## config.mk

```make
export PLATFORM = sky130hd
export DESIGN_NAME = vga_timing_gen
export DESIGN_NICKNAME = d
export VERILOG_FILES = /design/src/rtl/vga_timing_gen.sv
export SDC_FILE = /design/constraint.sdc
export NUM_CORES = 1
export LEC_CHECK = 0
export CORE_MARGIN = 2
export CORE_UTILIZATION = 31
export DETAILED_ROUTE_END_ITERATION = 6
export MAX_ROUTING_LAYER = met4
export PLACE_DENSITY = 0.53
export SYNTH_ARGS = -nofsm -noshare
export SYNTH_HDL_FRONTEND = slang
export SYNTH_SLANG_ARGS = --single-unit
```

## constraint.sdc

```tcl
create_clock -name CLOCK_50 -period 1.8 [get_ports CLOCK_50]
set_clock_uncertainty 0.15 [all_clocks]
set_input_delay 0.36 -clock CLOCK_50 [delete_from_list [all_inputs] [get_ports CLOCK_50]]
set_output_delay 0.36 -clock CLOCK_50 [all_outputs]
set_load 0.02 [all_outputs]
```

## src/rtl/vga_timing_gen.sv

```systemverilog
// rtl/vga_timing_gen.sv - VGA raster timing generator: pixel divider, h/v counters, sync/blank/strobe decode.
// Optional colour-bar test pattern on red/green/blue when VGA_TEST_PATTERN_EN is defined.
module vga_timing_gen #(
  parameter int H_ACTIVE = 640,
  parameter int H_FP     = 16,
  parameter int H_SYNC   = 96,
  parameter int H_BP     = 48,
  parameter int V_ACTIVE = 480,
  parameter int V_FP     = 10,
  parameter int V_SYNC   = 2,
  parameter int V_BP     = 33,
  parameter int CLK_DIV  = 2,
  parameter int CNT_W    = 10,
  parameter bit HS_POL   = 1'b0,
  parameter bit VS_POL   = 1'b0
) (
  input  logic             CLOCK_50,
  input  logic             reset,
  output logic             HS,
  output logic             VS,
  output logic             blank,
  output logic [CNT_W-1:0] row,
  output logic [CNT_W-1:0] col,
  output logic             pix_tick,
  output logic             line_start,
  output logic             frame_start
`ifdef VGA_TEST_PATTERN_EN
  ,
  output logic [7:0]       red,
  output logic [7:0]       green,
  output logic [7:0]       blue
`endif
);

  localparam int H_TOTAL = H_ACTIVE + H_FP + H_SYNC + H_BP;
  localparam int V_TOTAL = V_ACTIVE + V_FP + V_SYNC + V_BP;
  localparam int DIV_W   = (CLK_DIV > 1) ? $clog2(CLK_DIV) : 1;

  localparam logic [DIV_W-1:0] DIV_LAST     = DIV_W'(CLK_DIV - 1);
  localparam logic [CNT_W-1:0] H_LAST       = CNT_W'(H_TOTAL - 1);
  localparam logic [CNT_W-1:0] V_LAST       = CNT_W'(V_TOTAL - 1);
  localparam logic [CNT_W-1:0] H_ACT_END    = CNT_W'(H_ACTIVE);
  localparam logic [CNT_W-1:0] V_ACT_END    = CNT_W'(V_ACTIVE);
  localparam logic [CNT_W-1:0] H_SYNC_START = CNT_W'(H_ACTIVE + H_FP);
  localparam logic [CNT_W-1:0] H_SYNC_END   = CNT_W'(H_ACTIVE + H_FP + H_SYNC);
  localparam logic [CNT_W-1:0] V_SYNC_START = CNT_W'(V_ACTIVE + V_FP);
  localparam logic [CNT_W-1:0] V_SYNC_END   = CNT_W'(V_ACTIVE + V_FP + V_SYNC);

  logic [DIV_W-1:0] div_q, div_d;
  logic [CNT_W-1:0] h_q, h_d;
  logic [CNT_W-1:0] v_q, v_d;
  logic             tick;
  logic             hs_win;
  logic             vs_win;

  // With CLK_DIV=1 div_q is pinned at 0, so the tick is permanently high.
  assign tick = (div_q == DIV_LAST);

  always_comb begin
    div_d = div_q;
    h_d   = h_q;
    v_d   = v_q;
    if (tick) begin
      div_d = '0;
      if (h_q == H_LAST) begin
        h_d = '0;
        v_d = (v_q == V_LAST) ? '0 : v_q + 1'b1;
      end else begin
        h_d = h_q + 1'b1;
      end
    end else begin
      div_d = div_q + 1'b1;
    end
  end

  always_ff @(posedge CLOCK_50) begin
    if (reset) begin
      div_q <= '0;
      h_q   <= '0;
      v_q   <= '0;
    end else begin
      div_q <= div_d;
      h_q   <= h_d;
      v_q   <= v_d;
    end
  end

  assign hs_win      = (h_q >= H_SYNC_START) && (h_q < H_SYNC_END);
  assign vs_win      = (v_q >= V_SYNC_START) && (v_q < V_SYNC_END);
  assign HS          = HS_POL ? hs_win : ~hs_win;
  assign VS          = VS_POL ? vs_win : ~vs_win;
  assign blank       = (h_q >= H_ACT_END) || (v_q >= V_ACT_END);
  assign row         = v_q;
  assign col         = h_q;
  assign pix_tick    = tick;
  assign line_start  = tick && (h_q == '0);
  assign frame_start = tick && (h_q == '0) && (v_q == '0);

`ifdef VGA_TEST_PATTERN_EN
  // Bar width falls back to one pixel when the line is narrower than eight pixels.
  localparam int BAR_W = (H_ACTIVE / 8 > 0) ? (H_ACTIVE / 8) : 1;

  logic [CNT_W-1:0] bar_full;
  logic [2:0]       bar;

  assign bar_full = h_q / CNT_W'(BAR_W);
  assign bar      = (bar_full > CNT_W'(7)) ? 3'd7 : bar_full[2:0];
  assign red      = (!blank && bar[2]) ? 8'hFF : 8'h00;
  assign green    = (!blank && bar[1]) ? 8'hFF : 8'h00;
  assign blue     = (!blank && bar[0]) ? 8'hFF : 8'h00;
`endif

endmodule

```

==> run metrics, run 1 <==
MaxCap Viol Count=0; Reg2Reg Launch Point=col[5]; Cells after DPL=241; post-synthesis cell type with the largest combined area=sky130_fd_sc_hd__dfxtp_1; net switching power=0.224 mW; Clk Latency, worst-skew pair=0.27 ns; global-route wire length before repair=5870 um; final WL=3680 um; total power per unit cell area=445 nW/um^2; result of the run=finished with violations; leftover overflow at the end of global routing=0; share of cells above drive strength 1=47.4%; Detail Placement HPWL=2600 um; number of antenna violations at the first check in global routing=0; count of hold-fix buffers inserted at cts=0; required time at the worst-slack endpoint=1.29 ns; kind of start point of the critical path=flip-flop; worst setup slack after placement=-0.386 ns; RSZ-0062 raised after global routing=yes; clock transition at the register clock pins on the worst setup and hold paths after CTS=0.08 ns; multi-input gate area in the final layout=787 um^2; final cell utilization of the core=55.9%; placeable core area=3610 um^2; standard-cell rows=22; Synth warnings=0; share of total power in sequential cells=52.6%; endpoints failing hold=0; floorplan die width=64.9 um; synthesized area per cell=8.39 um^2; Synth Register Bits=21; post-DR wirelength/cell=14.2 um; fill cell total of the finished layout=332; antenna-violating nets left=0; main area contributors after synthesis=sky130_fd_sc_hd__dfxtp_1, sky130_fd_sc_hd__ha_1, sky130_fd_sc_hd__a21oi_1; via count of the first global-routing pass=1248; fraction of power consumed by the clock network=36.1%; global-route track usage on met3=2.08%; sequential cell area fraction in the yosys report=36.6%; Netlist cell types=33; simple-gate share of the synthesized area=34.8%; sw frac=24.9%; Post-Syn Area=1150 um^2; main combinational cell family by area after synthesis=simple AND/OR/NAND/NOR gates; number of sinks on the clock net=21; initial core utilization=31.9%; top-area cell type share of the netlist area=36.6%; destination of the critical timing path=frame_start; Max clock buf depth=2; die area=4210 um^2; fmax=0.505 GHz; relative area change from synthesis to final layout=75.4%; 1st-iter DRT viols=85; leakage power=0.882 nW; clock root buffer=sky130_fd_sc_hd__clkbuf_8; final slew viol count=0; drc violations=0; GR met2 Demand/Resource=33.9%; number of antenna diodes=0; endpoint of the worst register-to-register path=row[6]; failing checks=setup timing; final non-filler cell total=259; critical-path maximum fanout=2; peak-usage layer in the global routing report=met2; synthesized instance count=137; leading cell types in the layout, fill and taps excluded=sky130_fd_sc_hd__buf_4, sky130_fd_sc_hd__dlygate4sd2_1, sky130_fd_sc_hd__buf_6; combinational power share=11.3%; Worst setup EP type=output pin; Synth Net Count=144; worst setup path start=col[3]; Final WS setup=-0.181 ns; compound-gate portion of the synthesized area=10.6%; Slew HR=77.8%; post-route minimum period=1.98 ns; setup slack on the worst flop-to-flop path=-0.18 ns; die height=64.9 um; mux share of post-synthesis cell area=0%; RD Place Congestion=0.837; final number of setup-violating endpoints=12; clock tree from TritonCTS=done; number of nets in the final layout=219; hold slack=0.376 ns; count of cells along the worst register-to-register path=6; IR Drop Worst-Case VDD=0.000236 V; met1 usage in global routing=20.4%; Port Buffer Count=27; Internal Pwr Total=0.675 mW; vias after detailed routing=1291; pin count of the biggest net entering global routing=13; detailed-routing iteration count for the pre-antenna-repair pass=6; share of the clock period used by the worst path=110%; area taken by flip-flops and latches=444 um^2; arrival time worst endpoint=1.47 ns; Worst-Margin Slew=0.330 ns; worst min-delay path class=reg -> reg; vias per cell=4.98; CTS H-Tree Depth=1; arithmetic-cell share of the synthesized area counting full adders, half adders and majority gates=5.44%; CTS buffer count=3; most common cell after layout, fill and taps aside=sky130_fd_sc_hd__buf_4; post-synthesis share of cell area spent on xor and xnor gates=6.86%; Crit Path Category=reg -> out; global-route usage over all layers=18.6%; ports placed on the boundary=28
[cells in the mapped netlist]
cell type and instances:
sky130_fd_sc_hd__a21oi_1 10, sky130_fd_sc_hd__a21oi_2 1, sky130_fd_sc_hd__and2_1 1, sky130_fd_sc_hd__and3_1 5, sky130_fd_sc_hd__and4_1 5, sky130_fd_sc_hd__buf_2 5, sky130_fd_sc_hd__buf_4 1, sky130_fd_sc_hd__buf_6 1
sky130_fd_sc_hd__clkbuf_1 1, sky130_fd_sc_hd__dfxtp_1 21, sky130_fd_sc_hd__ha_1 5, sky130_fd_sc_hd__inv_1 5, sky130_fd_sc_hd__nand2_1 8, sky130_fd_sc_hd__nand2b_1 2, sky130_fd_sc_hd__nand3_1 9, sky130_fd_sc_hd__nand4_1 6
sky130_fd_sc_hd__nor2_1 12, sky130_fd_sc_hd__nor2b_1 1, sky130_fd_sc_hd__nor3_1 4, sky130_fd_sc_hd__nor4_1 1, sky130_fd_sc_hd__nor4b_1 2, sky130_fd_sc_hd__nor4b_4 1, sky130_fd_sc_hd__o211ai_1 1, sky130_fd_sc_hd__o21ai_0 8
sky130_fd_sc_hd__o21bai_1 1, sky130_fd_sc_hd__o31ai_1 1, sky130_fd_sc_hd__or3_1 6, sky130_fd_sc_hd__or3b_2 1, sky130_fd_sc_hd__or4_1 1, sky130_fd_sc_hd__or4_4 1, sky130_fd_sc_hd__or4b_1 1, sky130_fd_sc_hd__xnor2_1 5
sky130_fd_sc_hd__xor2_1 4
[how the worst min path moves through the flow]
| stage | endpoint | from | depth (start not counted) |
|---|---|---|---|
| global placement | row[9] | row[9] | 2 |
| detailed placement | row[9] | row[9] | 2 |
| finish | row[9] | row[9] | 2 |
| floorplan | col[1] | col[1] | 2 |
| CTS | pix_tick | pix_tick | 2 |
| global route | row[9] | row[9] | 2 |
[critical path, stage by stage (launching register included)]
cell	delay [ns]
sky130_fd_sc_hd__dfxtp_2	0.35
sky130_fd_sc_hd__nor4b_4	0.28
sky130_fd_sc_hd__and4_4	0.26
sky130_fd_sc_hd__and4_4	0.20
sky130_fd_sc_hd__buf_6	0.11
[state kept, by name (all words and copies together), names as in the netlist]
name	count
col	10
row	10
pix_tick	1
[power by group through the flow]
stage	clock [mW]	combinational [mW]	sequential (mW)
finish	0.324	0.102	0.473
detailed placement	0	0.0984	0.484
global placement	0	0.0984	0.483
floorplan	0	0.0383	0.495
CTS	0.334	0.0983	0.473
global route	0.358	0.109	0.474
[routing by layer]
metal | vias up | wire length (um)
met4 | 0 | 67
met3 | 8 | 99
met2 | 35 | 1960
li1 | 643 | -
met1 | 605 | 1560
met5 | - | 0
[kinds of logic (layout without fill, tap and decap cells)]
family,Yosys count,after routing
buf+inv,13,87
simple gates,67,67
flops,21,21
compound gates,22,22
fa+ha+maj,5,5
xor+xnor,9,9
[area by class of cell]
type,instances,share of cell area [%]
clock buffers,3,2.05
clock inverters,1,0.248
inverters,5,0.931
multi-input cells,103,39.0
flip-flops and latches,21,22.0
well taps,48,2.98
repair buffers,78,32.8
[timing repair]
action / in CTS / in global routing
gates resized for setup: 72 / 23
pin swaps: 16 / 9
endpoints found under the setup margin: 39 / 20
setup buffers: 8 / 5
gates cloned: 1 / 0
[metrics by stage]
step                power (mW)  area [um^2]  TNS, ns
finish                   0.898         2020    -1.44
global route             0.941         2020    -2.34
CTS                      0.905         1890   -0.837
detailed placement       0.582         1740    -3.08
global placement         0.582         1740    -2.82
floorplan                0.534         1180  -0.0818
Note: power is estimated with default switching activity, not from simulation.
==> run 2: changes to the inputs <==
--- a/config.mk
+++ b/config.mk
@@ -5,6 +5,7 @@
 export SDC_FILE = /design/constraint.sdc
 export NUM_CORES = 1
 export LEC_CHECK = 0
+export ABC_AREA = 1
 export CORE_MARGIN = 2
 export CORE_UTILIZATION = 31
 export DETAILED_ROUTE_END_ITERATION = 6
==> run 2 against run 1 <==
The run still ends with setup timing left. Final area grew 4.3%. Wire length up 6.2%. Setup slack got worse by 0.037 ns. Die area increased by 7.2%. Sequential power about the same. Non-clock buffer count fell by 2. Hold slack hardly changed. Critical path type unchanged.
==> run metrics, run 2 <==
Detail Placement HPWL=2830 um (+8.6%); fmax=0.496 GHz (-1.8%); Crit Path Category=reg -> out; count of cells along the worst register-to-register path=10 (+4); post-route minimum period=2.02 ns (+0.0370 ns); number of cells on the worst hold path=3 (+1); clock root buffer=sky130_fd_sc_hd__clkbuf_8; share of cells above drive strength 1=37.5% (-9.9 points); top-area cell type share of the netlist area=33.9% (-2.6 points); RD Place Congestion=0.873 (+4.4%); main area contributors after synthesis=sky130_fd_sc_hd__dfxtp_1, sky130_fd_sc_hd__nand2_1, sky130_fd_sc_hd__nor2_1; via count of the first global-routing pass=1394 (+12%); die area=4520 um^2 (+7.2%); drc violations=0 (unchanged); placeable core area=3740 um^2 (+3.8%); relative area change from synthesis to final layout=69.9%; antenna-violating nets left=0 (unchanged); IR Drop Worst-Case VDD=0.000273 V (+16%); total power per unit cell area=431 nW/um^2 (-3.3%); die height=67.2 um (+3.6%); post-synthesis cell type with the largest combined area=sky130_fd_sc_hd__dfxtp_1; floorplan die width=67.2 um (+3.6%); leading cell types in the layout, fill and taps excluded=sky130_fd_sc_hd__buf_4, sky130_fd_sc_hd__nand2_1, sky130_fd_sc_hd__nor2_1; leakage power=1.08 nW (+23%); post-DR wirelength/cell=12.4 um (-13%); endpoints failing hold=0 (unchanged); pin count of the biggest net entering global routing=14 (+1); required time at the worst-slack endpoint=1.29 ns (about the same); global-route usage over all layers=18.9% (+0.38 points); vias after detailed routing=1460 (+13%); worst setup path start=row[1]; standard-cell rows=22 (unchanged); fill cell total of the finished layout=398 (+20%); final WL=3910 um (+6.2%); worst min-delay path class=reg -> reg; MaxCap Viol Count=0 (unchanged); most common cell after layout, fill and taps aside=sky130_fd_sc_hd__buf_4; number of antenna diodes=0 (unchanged); number of enable flip-flop cells after synthesis=0 (unchanged); Post-Syn Area=1240 um^2 (+7.7%); CTS buffer count=3 (unchanged); worst setup slack after placement=-0.341 ns (+0.0451 ns); count of hold-fix buffers inserted at cts=0 (unchanged); Synth Register Bits=21 (unchanged); Max clock buf depth=2 (unchanged); most numerous cell in the Yosys netlist=sky130_fd_sc_hd__nand2_1; sequential cell area fraction in the yosys report=33.9% (-2.6 points); global-route wire length before repair=6290 um (+7.1%); ports placed on the boundary=28 (unchanged); Synth warnings=0 (unchanged); Main synth FF type=sky130_fd_sc_hd__dfxtp_1; Clk Latency, worst-skew pair=0.27 ns (about the same); Netlist cell types=21 (-36%); share of flip-flops with an asynchronous set or reset after synthesis=0% (unchanged); final slew viol count=0 (unchanged); synthesized area per cell=6.55 um^2 (-22%); critical-path maximum fanout=2 (unchanged); synthesized instance count=189 (+38%); Worst setup EP type=output pin; Worst-Margin Slew=0.293 ns (-0.0372 ns); share of the clock period used by the worst path=112% (+2.1 points); startpoint of the lowest-slack hold path=col[0]; kind of start point of the critical path=flip-flop; multi-input gate area in the final layout=837 um^2 (+6.4%); total power after layout=0.906 mW (+0.87%); leading cell types by count after synthesis=sky130_fd_sc_hd__nand2_1, sky130_fd_sc_hd__nor2_1, sky130_fd_sc_hd__inv_1; leftover overflow at the end of global routing=0 (unchanged); final number of setup-violating endpoints=2 (-10); Reg2Reg Launch Point=col[0]; number of sinks on the clock net=21 (unchanged); number of antenna violations at the first check in global routing=0 (unchanged); arrival time worst endpoint=1.51 ns (+0.04 ns); failing checks=setup timing; detailed-routing iteration count for the pre-antenna-repair pass=4 (-2); result of the run=finished with violations; vias per cell=4.63 (-7.0%); Final WS setup=-0.218 ns (-0.0370 ns); CTS H-Tree Depth=1 (unchanged); clock transition at the register clock pins on the worst setup and hold paths after CTS=0.08 ns (about the same); area taken by flip-flops and latches=433 um^2 (-2.5%); initial core utilization=33.1% (+1.2 points); RSZ-0062 raised after global routing=yes; Port Buffer Count=27 (unchanged); 1st-iter DRT viols=60 (-29%); clock tree from TritonCTS=done; number of nets in the final layout=275 (+26%); Slew HR=80.4% (+2.6 points); Synth Net Count=196 (+36%)
-- run 2: cell types whose count changed after synthesis, moves of 3 or more --
| cell | change |
|---|---|
| sky130_fd_sc_hd__a21oi_1 | -3 |
| sky130_fd_sc_hd__and3_1 | -4 |
| sky130_fd_sc_hd__and4_1 | -5 |
| sky130_fd_sc_hd__buf_2 | -5 |
| sky130_fd_sc_hd__inv_1 | +22 |
| sky130_fd_sc_hd__nand2_1 | +38 |
| sky130_fd_sc_hd__nand3_1 | +5 |
| sky130_fd_sc_hd__nor2_1 | +29 |
| sky130_fd_sc_hd__nor3_1 | -4 |
| sky130_fd_sc_hd__o21ai_0 | -4 |
| sky130_fd_sc_hd__or3_1 | -6 |
| sky130_fd_sc_hd__xnor2_1 | -5 |
-- run 2: final cells by class --
class,count,share of cell area (%)
timing repair buffer,76,29.8
inverter,27,4.82
clock buffer,4,2.14
multi-input combinational,139,39.8
tap,48,2.85
sequential,21,20.6
-- run 2: kinds of logic (layout without fill, tap and decap cells) --
group           after synthesis  in the layout  share of synthesized area, %
compound gates               15             15                          7.78
xor+xnor                      4              4                          2.83
fa+ha+maj                     5              5                          5.05
buf+inv                      29            107                          9.70
flops                        21             21                          33.9
simple gates                115            115                          40.7
-- run 2: metrics by stage --
| step | hold slack, ns | utilization [%] | cells | instance area [um^2] | TNS (ns) |
|---|---|---|---|---|---|
| after floorplan | 0.282 | - | 189 | 1240 | 0 |
| final | 0.376 | 56.2 | 315 | 2100 | -0.232 |
| after global placement | 0.335 | 49.1 | 300 | 1840 | -0.898 |
| after global routing | 0.424 | 56.2 | 315 | 2100 | -0.373 |
| after CTS | 0.364 | 50.3 | 304 | 1880 | -0.182 |
| after detailed placement | 0.348 | 49.1 | 300 | 1840 | -0.987 |
-- run 2: path summary, 6_finish.rpt --
| check | end | slack (ns) |
|---|---|---|
| worst max-delay path | frame_start | -0.22 |
| worst min-delay path | col[0] | 0.38 |
| worst max register to register | row[9] | 0.06 |
| worst min register to register | col[0] | 0.38 |
-- run 2: worst max-delay path: stages, from the launching register on --
cell	delay, ns
sky130_fd_sc_hd__dfxtp_2	0.33
sky130_fd_sc_hd__inv_2	0.07
sky130_fd_sc_hd__ha_4	0.14
sky130_fd_sc_hd__nand2_4	0.05
sky130_fd_sc_hd__nor4_4	0.29
sky130_fd_sc_hd__and3_4	0.24
sky130_fd_sc_hd__buf_6	0.11
-- run 2: power breakdown --
group          switching (mW)  leakage (nW)  internal, mW
Clock                   0.171        0.0228         0.158
Sequential            0.00287         0.175         0.469
Combinational          0.0570         0.887        0.0472
Total                   0.231          1.08         0.675
-- run 2: timing repair --
action / CTS / global route
setup buffers: 0 / 11
pin swaps: 3 / 15
resized for setup: 52 / 43
endpoints found under the setup margin: 25 / 19
-- run 2: routing by layer --
| metal | vias to the layer above | share of wire (%) | global-route usage [%] |
|---|---|---|---|
| li1 | 753 | - | - |
| met4 | 0 | 0.92 | 6.12 |
| met5 | - | 0 | - |
| met2 | 31 | 49 | 29.7 |
| met1 | 672 | 46 | 25.6 |
| met3 | 4 | 4.2 | 2.00 |
==> run 3: changes to the inputs <==
--- a/config.mk
+++ b/config.mk
@@ -9,7 +9,6 @@
 export CORE_MARGIN = 2
 export CORE_UTILIZATION = 31
 export DETAILED_ROUTE_END_ITERATION = 6
-export MAX_ROUTING_LAYER = met4
 export PLACE_DENSITY = 0.53
 export SYNTH_ARGS = -nofsm -noshare
 export SYNTH_HDL_FRONTEND = slang
==> results of run 3 <==
Final layout, timing and power as in run 2 (identical DEF).
Among the figures that moved: final weighted congestion in routability-driven placement 0.873 -> 0.860; overall routing resource usage 18.9% -> 18.4%
